<file path="config.mk">
export PLATFORM = sky130hd
export DESIGN_NAME = hack_data_mem
export DESIGN_NICKNAME = d
export VERILOG_FILES = /design/src/rtl/hack_mem_pkg.sv /design/src/rtl/hack_scr_fifo.sv /design/src/rtl/hack_data_mem.sv
export SDC_FILE = /design/constraint.sdc
export NUM_CORES = 2
export LEC_CHECK = 0
export CAP_MARGIN = 20
export CORE_MARGIN = 5
export CORE_UTILIZATION = 45
export CTS_BUF_LIST = sky130_fd_sc_hd__clkbuf_4
export DETAILED_ROUTE_END_ITERATION = 7
export GPL_ROUTABILITY_DRIVEN = 0
export SLEW_MARGIN = 20
export SYNTH_ARGS = -nofsm -noshare
export SYNTH_HDL_FRONTEND = slang
export SYNTH_MEMORY_MAX_BITS = 65536
export SYNTH_SLANG_ARGS = --single-unit
</file>
<file path="constraint.sdc">
create_clock -name clock -period 6.95 [get_ports clock]
set_clock_uncertainty 0.05 [all_clocks]
set_input_delay 1.0425 -clock clock [delete_from_list [all_inputs] [get_ports clock]]
set_output_delay 1.0425 -clock clock [all_outputs]
set_load 0.01 [all_outputs]
</file>
<file path="src/rtl/hack_mem_pkg.sv">
// Shared map constants, STATUS bit positions and screen-entry type
// for the Hack data-memory responder.
package hack_mem_pkg;

    localparam logic [14:0] SCREEN_BASE = 15'h4000;
    localparam logic [14:0] KBD_ADDR    = 15'h6000;
    localparam logic [14:0] STATUS_ADDR = 15'h6001;

    localparam int ST_FULL  = 0;
    localparam int ST_EMPTY = 1;
    localparam int ST_KBD   = 2;
    localparam int ST_CNT   = 4;
    localparam int ST_OVF   = 15;

    typedef struct packed {
        logic [12:0] addr;
        logic [15:0] data;
    } scr_entry_t;

endpackage

</file>
<file path="src/rtl/hack_scr_fifo.sv">
// Screen write buffer: synchronous FIFO whose head is read straight
// out of the storage flops, forced to zero while empty.
module hack_scr_fifo
    import hack_mem_pkg::*;
#(
    parameter int AW = 2
) (
    input  logic         clk_i,
    input  logic         rst_i,
    input  logic         push_i,
    input  scr_entry_t   entry_i,
    input  logic         pop_i,
    output scr_entry_t   head_o,
    output logic         valid_o,
    output logic         full_o,
    output logic         empty_o,
    output logic [AW:0]  count_o
);

    localparam int          DEPTH    = 1 << AW;
    localparam logic [AW:0] FULL_CNT = (AW + 1)'(DEPTH);

    scr_entry_t    mem_q [DEPTH];
    logic [AW-1:0] wr_q, wr_d;
    logic [AW-1:0] rd_q, rd_d;
    logic [AW:0]   cnt_q, cnt_d;
    logic          do_push;
    logic          do_pop;

    assign full_o  = cnt_q == FULL_CNT;
    assign empty_o = cnt_q == '0;
    assign valid_o = ~empty_o;
    assign count_o = cnt_q;

    // Fullness is judged on the pre-edge count, so a pop never frees a slot early.
    assign do_push = push_i & ~full_o;
    assign do_pop  = pop_i & ~empty_o;

    assign head_o = empty_o ? '0 : mem_q[rd_q];

    always_comb begin
        wr_d  = do_push ? wr_q + AW'(1) : wr_q;
        rd_d  = do_pop ? rd_q + AW'(1) : rd_q;
        cnt_d = cnt_q + (AW + 1)'(do_push) - (AW + 1)'(do_pop);
    end

    always_ff @(posedge clk_i) begin
        if (do_push) begin
            mem_q[wr_q] <= entry_i;
        end
    end

    always_ff @(posedge clk_i or posedge rst_i) begin
        if (rst_i) begin
            wr_q  <= '0;
            rd_q  <= '0;
            cnt_q <= '0;
        end else begin
            wr_q  <= wr_d;
            rd_q  <= rd_d;
            cnt_q <= cnt_d;
        end
    end

endmodule

</file>
<file path="src/rtl/hack_data_mem.sv">
// Hack CPU data-memory responder: RAM, buffered screen port,
// keyboard latch and STATUS register, with zero-latency reads.
module hack_data_mem
    import hack_mem_pkg::*;
#(
    parameter int RAM_AW  = 8,
    parameter int FIFO_AW = 2
) (
`ifdef USE_POWER_PINS
    inout  wire         vccd1,
    inout  wire         vssd1,
`endif
    input  logic        clock,
    input  logic        reset,
    input  logic [14:0] addressM,
    input  logic [15:0] outM,
    input  logic        writeM,
    output logic [15:0] inM,
    output logic        scr_valid,
    input  logic        scr_ready,
    output logic [12:0] scr_addr,
    output logic [15:0] scr_data,
    input  logic        kbd_valid,
    output logic        kbd_ready,
    input  logic [15:0] kbd_data
);

    localparam int RAM_DEPTH = 1 << RAM_AW;

    logic is_ram, is_scr, is_kbd, is_stat;

    assign is_ram  = ~addressM[14];
    assign is_scr  = addressM[14:13] == SCREEN_BASE[14:13];
    assign is_kbd  = addressM == KBD_ADDR;
    assign is_stat = addressM == STATUS_ADDR;

    logic [15:0] ram_q [RAM_DEPTH];

    always_ff @(posedge clock) begin
        if (writeM && is_ram) begin
            ram_q[addressM[RAM_AW-1:0]] <= outM;
        end
    end

    scr_entry_t       push_ent, head;
    logic             scr_push;
    logic             fifo_full, fifo_empty;
    logic [FIFO_AW:0] fifo_cnt;

    assign scr_push = writeM & is_scr;
    assign push_ent = '{addr: addressM[12:0], data: outM};

    hack_scr_fifo #(
        .AW(FIFO_AW)
    ) u_fifo (
        .clk_i   (clock),
        .rst_i   (reset),
        .push_i  (scr_push),
        .entry_i (push_ent),
        .pop_i   (scr_ready),
        .head_o  (head),
        .valid_o (scr_valid),
        .full_o  (fifo_full),
        .empty_o (fifo_empty),
        .count_o (fifo_cnt)
    );

    assign scr_addr = head.addr;
    assign scr_data = head.data;

    logic        kbd_full_q, kbd_full_d;
    logic [15:0] kbd_code_q, kbd_code_d;
    logic        ovf_q, ovf_d;
    logic        kbd_cap;

    assign kbd_ready = ~kbd_full_q;
    assign kbd_cap   = kbd_valid & ~kbd_full_q;

    // Capture beats a CPU clear; a fresh overflow beats a STATUS clear.
    always_comb begin
        kbd_full_d = kbd_full_q;
        kbd_code_d = kbd_code_q;
        ovf_d      = ovf_q;
        if (kbd_cap) begin
            kbd_full_d = 1'b1;
            kbd_code_d = kbd_data;
        end else if (writeM && is_kbd) begin
            kbd_full_d = 1'b0;
            kbd_code_d = '0;
        end
        if (writeM && is_stat && outM[ST_OVF]) begin
            ovf_d = 1'b0;
        end
        if (scr_push && fifo_full) begin
            ovf_d = 1'b1;
        end
    end

    always_ff @(posedge clock or posedge reset) begin
        if (reset) begin
            kbd_full_q <= 1'b0;
            kbd_code_q <= '0;
            ovf_q      <= 1'b0;
        end else begin
            kbd_full_q <= kbd_full_d;
            kbd_code_q <= kbd_code_d;
            ovf_q      <= ovf_d;
        end
    end

    logic [15:0] status;

    always_comb begin
        status                        = '0;
        status[ST_FULL]               = fifo_full;
        status[ST_EMPTY]              = fifo_empty;
        status[ST_KBD]                = kbd_full_q;
        status[ST_CNT +: FIFO_AW + 1] = fifo_cnt;
        status[ST_OVF]                = ovf_q;
    end

    always_comb begin
        inM = '0;
        if (is_ram) begin
            inM = ram_q[addressM[RAM_AW-1:0]];
        end else if (is_kbd) begin
            inM = kbd_code_q;
        end else if (is_stat) begin
            inM = status;
        end
    end

endmodule
</file>
==> reports/results.ini <==
[status]
status = finished, final reports clean

[routing]
routedWlPerCell_um = 33.5
avgViaCountPerCell = 6.11
via_count = 88700
route.detailed.drc = 0
drt_iter0_drc = 12000
firstDrtPassIters = 5
drtAntennaViolNets = 0
wl_mm = 487

[synthesis]
synthMostInstantiatedCell = edfxtp_1
ys.flop_type = edfxtp_1
synth_top_family_by_area = multiplexers
netlist_area_um2 = 163000
synth.mux.area_fraction = 0.147
synth_cell_types = 77
synth_top_cell_by_area = edfxtp_1
synth_xor_area_frac = 0.000269
yosys-top-cells-count = edfxtp_1, mux4_2, mux2i_1
synth_nets = 7647
synthArstFlopShare = 0.00590
syn_inst = 7588
synth_edf_count = 4212
avgSynthCellArea_um2 = 21.5
ys_warn_count = 0
yosys.area_share.simple = 0.0226
ys_top_cells_by_area = edfxtp_1, mux4_2, mux2i_1
synth_top_area_frac = 0.776
synthAdderAreaFrac = 0.000584
ys_ff_latch = 4237
synth-compound-area-share = 0.0340
ys_seq_area_frac = 0.780

[timing]
grt_setup_unrepaired = no
fin_tns_setup_ns = 0
tightest_slew_ns = 1.22
clock.fmax_mhz = 146
hold_viol_final = 0
layout_setup_ws_ns = 0.0929
fin_crit_sh = 0.987
slew_headroom = 0.183
layout_min_cycle_time_ns = 6.86
setup_violations = 0
drv_slew = 0

[cts]
clk_latency_ns = 1.61
h-tree-depth = 7
path_clk_slew_ns = 0.06
cts_sinks = 4237
cts_made_buffers = 1150
cts_root_buf = clkbuf_4
clockBufferDepth = 5
cts_tree = yes

[final_layout]
area_growth_pct = 14.6
postLayoutCellArea_um2 = 187000
fin_cells = 14500
nets = 9110
drive_gt1_frac = 0.338

[setup_path]
slowest_delay_ns = 0.73
rr_worst_depth = 8
timing.rr.start = u_fifo.count_o[1]
worstPathMaxFanout = 12
path_cells = dlygate4sd3_1 > clkdlybuf4s50_1 > nor4_1 > buf_4 > nand4_1 > nor2_1 > buf_4 > nand2_1 > a22oi_1 > clkdlybuf4s50_1
cp_data_required_time_ns = 5.86
critPathKind = input pin to output pin
ff2ff_setup_slack_ns = 3.80
cp-end-kind = output pin
slowest_stage = a22oi_1
crit_start = addressM[9]
rr_endpoint = u_fifo.count_o[2]
crit_path_start_kind = input pin
arrival_ns = 5.76

[grt]
antenna_found_initial = 42
grt_usage = 0.260
grt_max_degree = 197
grt_pass1_wl_mm = 678
gr-total-overflow = 0
grt_pass1_vias = 88600

[pwr]
swShare = 0.230
clkPwrFrac = 0.393
switching_power_uw = 12100
p_comb_frac = 0.068
p_leak_uw = 0.0609
peakVddDrop_mv = 0.178
p_per_area_nw_per_um2 = 281
p_total_uw = 52500
intPower_uw = 40500
power_frac_seq = 0.540

[die]
start_util = 0.451
die_area_um2 = 374000
io_pins = 99
fp.coreArea_um2 = 362000
rows = 221
die_y_um = 612
die_w_um = 612

[placed_design]
place_ws_ns = -0.136
post-dp-hpwl_mm = 302
place_area_um2 = 173000
dp_cells = 12600
port-buffer-count = 98

[worst_hold_path]
hold_class = input pin to register
min_delay_worst_endpoint = u_fifo.mem_q[3][18]
min_from = addressM[2]
hold_depth = 2

[flow_run]
cap_violations = 0

[critical path: cells and delay by family]
| family | cells | cell delay, ns |
|---|---|---|
| buffers and inverters | 5 | 2.36 |
| AOI/OAI and AO/OA | 1 | 0.73 |
| and+or+nand+nor | 4 | 1.57 |
[final cells by class]
class,count,area [um2]
diodes,26,65.1
clock buffers,1587,11900
clock inverters,212,1170
fillers,29000,175000
inverters,12,47.5
multi-input cells,2894,33700
flip-flops and latches,4237,127000
well taps,4794,6000
repair buffers,756,6780
[per-stage QoR]
| step | util | hold WS, ns |
|---|---|---|
| 2_1_floorplan | - | 0.408 |
| 3_3_place_gp | 0.479 | 0.444 |
| 3_5_place_dp | 0.479 | 0.442 |
| 4_1_cts | 0.516 | 0.00318 |
| 5_1_grt | 0.516 | 0.0529 |
| 6_report | 0.516 | 0.189 |
[sequential cells by signal, indices dropped and copies added, names as in the netlist]
| register | flops |
|---|---|
| kbd_code_q | 16 |
| kbd_full_q | 1 |
| ovf_q | 1 |
| ram_q | 4096 |
| u_fifo.count_o | 3 |
| u_fifo.mem_q | 116 |
| u_fifo.rd_q | 2 |
| u_fifo.wr_q | 2 |
[cell families after synthesis]
kind of cell | Yosys count
AOI/OAI and AO/OA | 770
muxes | 1315
and+or+nand+nor | 797
buffers and inverters | 457
adders and majority gates | 7
xor gates and xnor gates | 5
DFF | 4237
[repair_timing]
item,4_1_cts,5_1_grt
hold endpoints to repair,1227,0
endpoints found under the setup margin,1,0
resized for setup,2,0
buffers inserted,0,0
hold buffers,42,0
[power by group through the flow]
stage	Combinational (uW)	Clock (uW)	Sequential, uW
2_1_floorplan	1750	0	28800
3_3_place_gp	3490	0	28900
3_5_place_dp	3540	0	28900
4_1_cts	3560	21100	28300
5_1_grt	3710	22500	28300
6_report	3550	20600	28300
[layout by cell type (no fill, tap or decap), types with 20 or more instances in the layout]
| cell | n |
|---|---|
| dfrtp_1 | 24 |
| o22ai_1 | 125 |
| nor2_2 | 52 |
| inv_2 | 26 |
| edfxtp_1 | 4212 |
| clkinv_1 | 157 |
| nor3_1 | 27 |
| buf_12 | 53 |
| a22o_1 | 52 |
| dlygate4sd3_1 | 42 |
| o21ai_0 | 50 |
| nor2_1 | 261 |
| mux2i_1 | 435 |
| clkbuf_4 | 1587 |
| o221ai_1 | 20 |
| a211oi_1 | 22 |
| a221oi_1 | 32 |
| a22oi_1 | 236 |
| mux4_2 | 863 |
| nand3_1 | 89 |
| and2_1 | 42 |
| a21oi_1 | 81 |
| buf_4 | 565 |
| clkdlybuf4s50_1 | 71 |
| nand4_1 | 25 |
| diode_2 | 26 |
| nand2_1 | 158 |
[worst max-delay path by stage]
stage,end
floorplan,inM[13]
global placement,inM[11]
detailed placement,inM[11]
CTS,inM[10]
global route,inM[11]
finish,inM[10]
[metal layers]
| layer | GRT usage | routed length (um) | vias to the layer above | part of all wire |
|---|---|---|---|---|
| met5 | 0 | 52 | - | 0.00011 |
| met4 | 0.122 | 20700 | 8 | 0.043 |
| met3 | 0.0657 | 49800 | 934 | 0.10 |
| met2 | 0.394 | 227000 | 5493 | 0.47 |
| met1 | 0.357 | 189000 | 46800 | 0.39 |
| li1 | - | - | 35500 | - |
No activity file was read; power rests on OpenSTA's default activity.
